File: src/rtl/lifo_mc_pkg.sv
// Shared types and helpers for the multi-channel LIFO: count-width derivation
// and per-channel request decode.
package lifo_mc_pkg;

    typedef enum logic [1:0] {
        OP_NONE,
        OP_PUSH,
        OP_POP,
        OP_REPLACE
    } op_t;

    function automatic int unsigned cnt_w_f(input int unsigned depth);
        return $clog2(depth + 1);
    endfunction

    function automatic op_t op_decode(input logic w, input logic r);
        op_t op;
        case ({w, r})
            2'b10:   op = OP_PUSH;
            2'b01:   op = OP_POP;
            2'b11:   op = OP_REPLACE;
            default: op = OP_NONE;
        endcase
        return op;
    endfunction

endpackage

File: src/rtl/lifo_ch.sv
// One LIFO channel: storage, fill count, registered read port, and
// (with LIFO_MC_ERR_EN) sticky overflow/underflow flags.
module lifo_ch
    import lifo_mc_pkg::*;
#(
    parameter int unsigned DEPTH  = 8,
    parameter int unsigned DATA_W = 16,
    parameter int unsigned CNT_W  = cnt_w_f(DEPTH)
) (
    input  logic              clk,
    input  logic              rst,
    input  logic              w_req,
    input  logic [DATA_W-1:0] w_data,
    input  logic              r_req,
    output logic [DATA_W-1:0] r_data,
    output logic              r_valid,
    output logic [CNT_W-1:0]  cnt,
    output logic              empty,
    output logic              full
`ifdef LIFO_MC_ERR_EN
    ,
    output logic              err_ovf,
    output logic              err_unf
`endif
);

    localparam int unsigned AW = (DEPTH > 1) ? $clog2(DEPTH) : 1;

    logic [DATA_W-1:0] mem [DEPTH];

    op_t              op;
    logic [CNT_W-1:0] cnt_nxt;
    logic [AW-1:0]    top_idx;
    logic [AW-1:0]    wr_idx;
    logic             mem_we;
    logic             rd_vld;
    logic             rd_pass;
`ifdef LIFO_MC_ERR_EN
    logic             ovf_set;
    logic             unf_set;
`endif

    // Decode this cycle's request into storage/count/read actions.
    always_comb begin
        op      = op_decode(w_req, r_req);
        top_idx = AW'(cnt - CNT_W'(1));
        cnt_nxt = cnt;
        wr_idx  = top_idx;
        mem_we  = 1'b0;
        rd_vld  = 1'b0;
        rd_pass = 1'b0;
`ifdef LIFO_MC_ERR_EN
        ovf_set = 1'b0;
        unf_set = 1'b0;
`endif
        case (op)
            OP_PUSH: begin
                if (!full) begin
                    mem_we  = 1'b1;
                    wr_idx  = AW'(cnt);
                    cnt_nxt = cnt + CNT_W'(1);
                end
`ifdef LIFO_MC_ERR_EN
                else ovf_set = 1'b1;
`endif
            end
            OP_POP: begin
                if (!empty) begin
                    rd_vld  = 1'b1;
                    cnt_nxt = cnt - CNT_W'(1);
                end
`ifdef LIFO_MC_ERR_EN
                else unf_set = 1'b1;
`endif
            end
            OP_REPLACE: begin
                rd_vld = 1'b1;
                if (empty) rd_pass = 1'b1;
                else       mem_we  = 1'b1;
            end
            default: ;
        endcase
    end

    // Storage is intentionally not reset; cnt alone defines valid contents.
    always_ff @(posedge clk) begin
        if (mem_we && !rst) mem[wr_idx] <= w_data;
    end

    always_ff @(posedge clk) begin
        if (rst) begin
            cnt     <= '0;
            empty   <= 1'b1;
            full    <= 1'b0;
            r_valid <= 1'b0;
            r_data  <= '0;
`ifdef LIFO_MC_ERR_EN
            err_ovf <= 1'b0;
            err_unf <= 1'b0;
`endif
        end else begin
            cnt     <= cnt_nxt;
            empty   <= (cnt_nxt == '0);
            full    <= (cnt_nxt == CNT_W'(DEPTH));
            r_valid <= rd_vld;
            if (rd_vld) r_data <= rd_pass ? w_data : mem[top_idx];
`ifdef LIFO_MC_ERR_EN
            err_ovf <= err_ovf | ovf_set;
            err_unf <= err_unf | unf_set;
`endif
        end
    end

endmodule

File: src/rtl/lifo_mc.sv
// Multi-channel LIFO top: CH_NUM independent lifo_ch stacks on sliced buses.
// Sticky error ports exist only when LIFO_MC_ERR_EN is defined.
module lifo_mc
    import lifo_mc_pkg::*;
#(
    parameter int unsigned CH_NUM = 4,
    parameter int unsigned DEPTH  = 8,
    parameter int unsigned DATA_W = 16,
    parameter int unsigned CNT_W  = cnt_w_f(DEPTH)
) (
    input  logic                     clk,
    input  logic                     rst,
    input  logic [CH_NUM-1:0]        w_req,
    input  logic [CH_NUM*DATA_W-1:0] w_data,
    input  logic [CH_NUM-1:0]        r_req,
    output logic [CH_NUM*DATA_W-1:0] r_data,
    output logic [CH_NUM-1:0]        r_valid,
    output logic [CH_NUM*CNT_W-1:0]  cnt,
    output logic [CH_NUM-1:0]        empty,
    output logic [CH_NUM-1:0]        full
`ifdef LIFO_MC_ERR_EN
    ,
    output logic [CH_NUM-1:0]        err_ovf,
    output logic [CH_NUM-1:0]        err_unf
`endif
);

    for (genvar i = 0; i < int'(CH_NUM); i++) begin : g_ch
        lifo_ch #(
            .DEPTH  (DEPTH),
            .DATA_W (DATA_W),
            .CNT_W  (CNT_W)
        ) u_ch (
            .clk     (clk),
            .rst     (rst),
            .w_req   (w_req[i]),
            .w_data  (w_data[i*DATA_W +: DATA_W]),
            .r_req   (r_req[i]),
            .r_data  (r_data[i*DATA_W +: DATA_W]),
            .r_valid (r_valid[i]),
            .cnt     (cnt[i*CNT_W +: CNT_W]),
            .empty   (empty[i]),
            .full    (full[i])
`ifdef LIFO_MC_ERR_EN
            ,
            .err_ovf (err_ovf[i]),
            .err_unf (err_unf[i])
`endif
        );
    end

endmodule
File: config.mk
export PLATFORM = sky130hd
export DESIGN_NAME = lifo_mc
export DESIGN_NICKNAME = d
export VERILOG_FILES = /design/src/rtl/lifo_mc_pkg.sv /design/src/rtl/lifo_ch.sv /design/src/rtl/lifo_mc.sv
export SDC_FILE = /design/constraint.sdc
export NUM_CORES = 1
export LEC_CHECK = 0
export ABC_CLOCK_PERIOD_IN_PS = 5300
export BUFFER_PORTS_ARGS = -buffer_cell sky130_fd_sc_hd__buf_2
export CAP_MARGIN = 20
export CORE_ASPECT_RATIO = 2
export CORE_UTILIZATION = 35
export CTS_CLUSTER_DIAMETER = 40
export DETAILED_ROUTE_END_ITERATION = 6
export PLACE_DENSITY_LB_ADDON = 0.15
export SLEW_MARGIN = 20
export SYNTH_ARGS = -nofsm -noshare
export SYNTH_HDL_FRONTEND = slang
export SYNTH_SLANG_ARGS = --single-unit
export TNS_END_PERCENT = 100
File: constraint.sdc
create_clock -name clk -period 5.3 [get_ports clk]
set_clock_uncertainty 0.1 [all_clocks]
set_input_delay 0.795 -clock clk [delete_from_list [all_inputs] [get_ports clk]]
set_output_delay 0.795 -clock clk [all_outputs]
set_load 0.01 [all_outputs]
==> impl_metrics.py, run 1 <==
metrics = {
    "power_and_ir_drop": {
        "switchingPower_mw": 2.62,
        "seqPwrFrac_pct": 49.9,
        "leakage_nw": 9.43,
        "pwr_density_cell_nw_per_um2": 376,
        "combPwrFrac_pct": 9.3,
        "switching_share_pct": 24.6,
        "ir_worst_vdd_mv": 0.269,
        "pwr-share-clk_pct": 40.7,
        "p_int_mw": 8.03,
    },
    "sta": {
        "setup_violations": 0,
        "tns_ns": 0,
        "fin_crit_sh_pct": 58.2,
        "tightest_slew_ns": 1.05,
        "rsz0062_at_grt": "no",
        "slew_violations": 0,
        "setup_ws_ns": 2.22,
        "fmax_mhz": 324,
        "hold_viol": 0,
        "relSlewSlack_pct": 29.6,
        "fin_crit_ns": 3.08,
    },
    "final_layout": {
        "finalNetCount": 1791,
        "ff_latch_area_um2": 17200,
        "synthToLayoutAreaGrowth_pct": 15.5,
        "antenna_cells": 0,
        "drive_gt1_share_pct": 26.7,
        "fillers": 6350,
        "multiInputGateArea_um2": 6600,
    },
    "worst_setup_path": {
        "crit_type": "reg2reg",
        "start_kind": "register",
        "crit_path_max_fanout": 24,
        "critPathRequiredTime_ns": 5.50,
        "critPathArrivalTime_ns": 3.29,
        "worstSetupEndpointType": "register",
    },
    "placed_design": {
        "place.port_buffers": 165,
        "hpwl_um": 39600,
        "pre_cts_ws_ns": 2.16,
        "globalplace.congestion": 0.772,
    },
    "grt": {
        "gr-total-overflow": 0,
        "grt_pass1_vias": 14588,
        "grt_usage_pct": 17.7,
        "grt_pass1_wl_um": 92900,
        "antenna_found_initial": 3,
        "grt_max_degree": 65,
    },
    "hold_path": {
        "hp-class": "in2reg",
    },
    "logic_synthesis": {
        "syn_nets": 1618,
        "synthTopCellsByCount": "512 x edfxtp_1, 147 x nand2_1, 128 x mux4_2",
        "synthSimpleGateAreaFrac_pct": 7.92,
        "yosysSeqAreaShare_pct": 70.3,
        "yosysTopAreaCell": "edfxtp_1",
        "synth_top_family_by_area": "multiplexers",
        "synth_xor_area_share_pct": 0.638,
        "yosysWarnings": 0,
        "synth_compound_area_share_pct": 5.33,
        "synth.area.top_cells": "edfxtp_1 63%, mux4_2 12%, dfxtp_1 7.5%",
        "synth_area_per_cell_um2": 16.1,
        "ys.flop_type": "edfxtp_1",
        "yosysTopAreaCellShare_pct": 62.7,
        "synth-edff-count": 512,
        "synthArstFlopShare_pct": 0,
        "synth.most_common_cell": "edfxtp_1",
        "synthCells": 1524,
        "synth-adder-area-share_pct": 1.02,
        "synth.ff_latch_count": 604,
        "ys_types": 64,
        "synth.cell_area_um2": 24500,
        "synth_mux_area_share_pct": 12.0,
    },
    "clock_tree": {
        "post_cts_resized": 0,
        "path_clk_slew_ns": 0.07,
        "h-tree-depth": 2,
        "clk_path_buf_depth": 3,
        "cts_hold_buffers": 0,
        "cts_tree": "done",
        "cts_setup_buffers": 0,
        "cts_buffers": 61,
        "clk-insertion-delay-late_ns": 0.64,
        "root_buffer": "clkbuf_16",
        "cts_sinks": 604,
    },
    "routing": {
        "wl_per_cell_um": 23.4,
        "drt-total-wl_um": 61800,
        "via_per_inst": 5.20,
        "ant_nets": 0,
        "first_pass_iters": 5,
        "vias": 13777,
        "drc": 0,
        "drt_iter0_drc": 781,
    },
    "floorplan": {
        "die-area_um2": 71100,
        "pin_count": 166,
        "die_h_um": 376,
        "fp.coreArea_um2": 68900,
        "start_util_pct": 35.6,
        "rows": 136,
        "die_w_um": 189,
    },
    "run_status": {
        "outcome": "finished clean",
    },
    "run": {
        "drv_cap": 0,
    },
}
through the flow:
stage / area (um^2) / utilization [%] / hold WS [ns] / std cells / total power [mW]
floorplan: 24500 / - / 0.411 / 1524 / 6.05
global placement: 26300 / 38.1 / 0.378 / 2531 / 6.43
detailed placement: 26300 / 38.1 / 0.378 / 2531 / 6.44
CTS: 28300 / 41.1 / 0.310 / 2647 / 10.8
global route: 28300 / 41.1 / 0.331 / 2647 / 11.0
finish: 28300 / 41.1 / 0.358 / 2647 / 10.6
cells in the final DEF, fill, tap and decap left out, types with 15 or more instances in the layout:
master and instances:
nor3_1 71, nor2_1 114, a21oi_1 79, mux4_2 128, buf_4 51, buf_2 164
clkbuf_1 15, ha_1 20, clkbuf_16 61, edfxtp_1 512, nand2_1 147, a211oi_1 66
inv_1 29, dfxtp_1 87, nor2b_1 26
worst max-delay path, cell delays in order (launching register included):
cell     delay (ns)
dfxtp_1        0.43
inv_1          0.10
ha_1           0.98
inv_1          0.20
nor3_1         0.23
a21oi_1        0.08
o22a_1         0.23
nor2_1         0.10
buf_4          0.29
kinds of logic after synthesis:
kind of cell,after synthesis
xor gates and xnor gates,11
and+or+nand+nor,419
AOI/OAI and AO/OA,202
muxes,134
DFF,604
adders and majority gates,20
buffers and inverters,134
worst paths after layout:
path	from	endpoint	slack (ns)	cells after the start
min reg2reg	g_ch[1].u_ch.r_data[1]$_SDFFE_PP0P_	g_ch[1].u_ch.r_data[1]$_SDFFE_PP0P_	0.39	2
max reg2reg	g_ch[3].u_ch.cnt[1]$_SDFF_PP0_	g_ch[3].u_ch.mem[4][5]$_DFFE_PP_	2.22	8
min	w_data[28]	g_ch[1].u_ch.mem[0][12]$_DFFE_PP_	0.36	1
max	g_ch[3].u_ch.cnt[1]$_SDFF_PP0_	g_ch[3].u_ch.mem[4][5]$_DFFE_PP_	2.22	8
registers in the layout, summed over array words and instances (netlist names):
signal and count:
g_ch.u_ch.full 4, g_ch.u_ch.cnt 16, g_ch.u_ch.r_valid 4, g_ch.u_ch.empty 4, g_ch.u_ch.r_data 64, g_ch.u_ch.mem 512
power groups by stage:
| stage | clock network [mW] | logic, mW | registers, mW |
|---|---|---|---|
| 2_1_floorplan | 0 | 0.626 | 5.43 |
| 3_3_place_gp | 0 | 1.02 | 5.42 |
| 3_5_place_dp | 0 | 1.02 | 5.42 |
| 4_1_cts | 4.45 | 1.02 | 5.32 |
| 5_1_grt | 4.62 | 1.10 | 5.32 |
| 6_report | 4.33 | 0.995 | 5.31 |
layout make-up:
| cell class | instances | share of cell area, % |
|---|---|---|
| Clock buffer | 85 | 6.03 |
| Clock inverter | 31 | 1.16 |
| Inverter | 29 | 0.385 |
| Multi-Input combinational cell | 786 | 23.3 |
| Sequential cell | 604 | 60.9 |
| Tap cell | 897 | 3.97 |
| Timing Repair Buffer | 215 | 4.25 |
routing by layer:
| layer | up-vias | GRT usage, % | part of all wire [%] |
|---|---|---|---|
| met5 | - | 0 | 0.055 |
| met4 | 6 | 7.56 | 3.9 |
| met3 | 121 | 3.59 | 5.2 |
| met2 | 367 | 31.7 | 53 |
| met1 | 7062 | 20.2 | 38 |
| li1 | 6221 | - | - |
No activity file was read; power rests on OpenSTA's default activity.
==> run 2: changes to the inputs <==
--- a/config.mk
+++ b/config.mk
@@ -5,7 +5,8 @@
 export SDC_FILE = /design/constraint.sdc
 export NUM_CORES = 1
 export LEC_CHECK = 0
-export ABC_CLOCK_PERIOD_IN_PS = 5300
+export ABC_AREA = 1
+export ABC_CLOCK_PERIOD_IN_PS = 2500
 export BUFFER_PORTS_ARGS = -buffer_cell sky130_fd_sc_hd__buf_2
 export CAP_MARGIN = 20
 export CORE_ASPECT_RATIO = 2
==> constraint.sdc (replaced) <==
create_clock -name clk -period 2.5 [get_ports clk]
set_clock_uncertainty 0.1 [all_clocks]
set_input_delay 0.375 -clock clk [delete_from_list [all_inputs] [get_ports clk]]
set_output_delay 0.375 -clock clk [all_outputs]
set_load 0.01 [all_outputs]
==> run 2 against run 1 <==
Effect of this change:
- worst hold slack lost 0.31 ns
- largest cell class unchanged
- routed wire length rose by 8.2%
- sequential power is 110% higher
==> impl_metrics.py, run 2 <==
metrics = {
    "grt": {
        "grt_pass1_wl_um": 101000,
        "grt_max_degree": 68,
        "grt_pass1_vias": 17548,
        "gr-total-overflow": 0,
        "antenna_found_initial": 3,
        "grt_usage_pct": 18.7,
    },
    "routing": {
        "vias": 17371,
        "via_per_inst": 4.96,
        "wl_per_cell_um": 19.1,
        "ant_nets": 0,
        "drc": 0,
        "drt-total-wl_um": 66900,
        "first_pass_iters": 5,
        "drt_iter0_drc": 992,
    },
    "power_and_ir_drop": {
        "ir_worst_vdd_mv": 0.536,
        "p_total_mw": 25.1,
        "pwr_density_cell_nw_per_um2": 832,
        "leakage_nw": 11.2,
    },
    "clock_tree": {
        "clk_path_buf_depth": 3,
        "cts_buffers": 66,
        "cts_tree": "done",
        "h-tree-depth": 3,
        "path_clk_slew_ns": 0.07,
        "clk-insertion-delay-late_ns": 0.63,
        "cts_sinks": 604,
        "cts_setup_buffers": 0,
        "root_buffer": "clkbuf_16",
    },
    "sta": {
        "rsz0062_at_grt": "no",
        "hold_viol": 0,
        "setup_violations": 0,
        "fmax_mhz": 428,
        "relSlewSlack_pct": 47.0,
        "fin_hold_ws_ns": 0.0467,
        "fin_crit_ns": 2.34,
        "slew_violations": 0,
        "tightest_slew_ns": 0.795,
        "fin_crit_sh_pct": 93.5,
    },
    "worst_setup_path": {
        "crit_family": "buffers and inverters",
        "cpMaxStageDelayCell": "buf_6",
        "worstSetupEndpointType": "output port",
        "worst-path-buf-inv": 3,
        "path_cells": "buf_4 -> buf_6 -> buf_2",
        "max_stage_delay_ns": 0.37,
        "r2r-start": "g_ch[1].u_ch.cnt[0]$_SDFF_PP0_",
        "r2r-end": "g_ch[1].u_ch.mem[5][1]$_DFFE_PP_",
        "startpoint": "g_ch[1].u_ch.cnt[0]$_SDFF_PP0_",
        "rrSetupSlack_ns": 0.19,
        "start_kind": "register",
        "ff2ff_path_depth": 9,
        "critPathRequiredTime_ns": 2.03,
        "crit_path_max_fanout": 42,
        "crit_type": "reg2out",
        "critPathArrivalTime_ns": 1.86,
    },
    "placed_design": {
        "placed_area_um2": 27200,
        "hpwl_um": 44000,
        "globalplace.congestion": 0.814,
        "place.port_buffers": 165,
    },
    "hold_path": {
        "min_to": "g_ch[1].u_ch.mem[3][5]$_DFFE_PP_",
        "hp-class": "in2reg",
        "min_from": "w_data[21]",
        "whs_path_depth": 1,
    },
    "final_layout": {
        "finalNetCount": 2630,
        "layout_commonest_cell": "nor2_1",
        "fillers": 6721,
        "synthToLayoutAreaGrowth_pct": 20.9,
        "largest_reg_flops": 512,
        "reg.largest.list": "g_ch.u_ch.mem (512), g_ch.u_ch.r_data (64), g_ch.u_ch.cnt (16)",
        "drive_gt1_share_pct": 15.4,
        "fin_area_um2": 30100,
        "layout_common_cells": "566 x nor2_1, 512 x edfxtp_1, 233 x o21ai_0",
        "regMostFlops": "g_ch.u_ch.mem",
    },
    "logic_synthesis": {
        "ys_types": 23,
        "yosysSeqAreaShare_pct": 69.1,
        "yosysWarnings": 0,
        "synth.most_common_cell": "nor2_1",
        "synthCells": 2299,
        "synth-edff-count": 512,
        "synth.ff_latch_count": 604,
        "synthArstFlopShare_pct": 0,
        "yosysTopAreaCell": "edfxtp_1",
        "synth_area_per_cell_um2": 10.8,
        "ys.flop_type": "edfxtp_1",
        "synth.cell_area_um2": 24900,
        "synthTopCellsByCount": "588 x nor2_1, 512 x edfxtp_1, 234 x o21ai_0",
        "synth.area.top_cells": "edfxtp_1 62%, nor2_1 8.9%, dfxtp_1 7.4%",
        "yosysTopAreaCellShare_pct": 61.7,
        "syn_nets": 2393,
    },
    "run": {
        "drv_cap": 0,
    },
    "floorplan": {
        "pin_count": 166,
        "die_h_um": 379,
        "start_util_pct": 35.3,
        "rows": 138,
        "die_w_um": 191,
        "die-area_um2": 72300,
        "fp.coreArea_um2": 70600,
    },
    "run_status": {
        "outcome": "finished clean",
    },
}
-- run 2: changes by cell type after synthesis, sizes merged, moves of 10 or more --
cell    before  now
a211oi      68    0
nand3        4  229
mux4       128    0
inv         29   86
o21ai       19  334
nor2       114  589
a21oi       80  146
nor3        73    0
nor2b       26    0
and2        10    0
nand2b      14    0
buf         62   83
-- run 2: power breakdown --
part	switching, mW	total [mW]	internal (mW)
Sequential	0.139	11.4	11.3
Clock	4.18	10.1	5.93
Combinational	2.43	3.57	1.14
-- run 2: logic make-up (layout without fill, tap and decap cells) --
kind of cell    Yosys count  in the layout  share of synthesized area, %
flops                   604            604                          69.1
other cells               0              1                             0
buf+inv                 220            511                          4.17
simple gates            975            975                          16.0
compound gates          480            480                          9.77
fa+ha+maj                20             20                          1.00
-- run 2: how the worst max path moves through the flow --
stage	end	depth (start not counted)
finish	cnt[4]	3
global route	cnt[4]	3
CTS	cnt[0]	2
detailed placement	g_ch[3].u_ch.mem[6][15]$_DFFE_PP_	9
global placement	g_ch[2].u_ch.mem[3][12]$_DFFE_PP_	10
floorplan	g_ch[0].u_ch.mem[5][0]$_DFFE_PP_	9
-- run 2: metal layers --
metal	share of wire (%)	wire [um]	track usage, %
met3	4.2	2820	2.92
met1	39	26300	20.8
met4	2.9	1960	7.79
met5	0.019	13	0
met2	54	35800	34.9
-- run 2: area by class of cell --
class	count	area, um^2	share of cell area, %
diodes	1	2.50	0.00831
inverters	87	327	1.08
well taps	910	1140	3.78
multi-input cells	1475	6800	22.6
clock inverters	37	399	1.32
flip-flops and latches	604	17200	57.2
repair buffers	302	2360	7.84
clock buffers	85	1870	6.21
-- run 2: worst reg2reg max path, delay by kind of cell (launching register included) --
family | cells | cell delay (ns)
AOI/OAI and AO/OA | 1 | 0.13
buffers and inverters | 4 | 0.84
DFF | 1 | 0.32
and+or+nand+nor | 4 | 0.62
-- run 2: metrics by stage --
| step | setup TNS [ns] | utilization (%) | std cells | setup slack [ns] |
|---|---|---|---|---|
| after floorplan | -40.76 | - | 2299 | -0.233 |
| after global placement | 0 | 38.6 | 3317 | 0.128 |
| after detailed placement | 0 | 38.6 | 3317 | 0.114 |
| after CTS | 0 | 42.7 | 3500 | 0.104 |
| after global routing | 0 | 42.7 | 3501 | 0.0564 |
| final | 0 | 42.7 | 3501 | 0.164 |
-- run 2: timing repair --
action                     4_1_cts  5_1_grt
hold endpoints to repair       479        0
gates resized for setup          1        0
setup endpoints to repair        1        0
hold buffers                    61        0
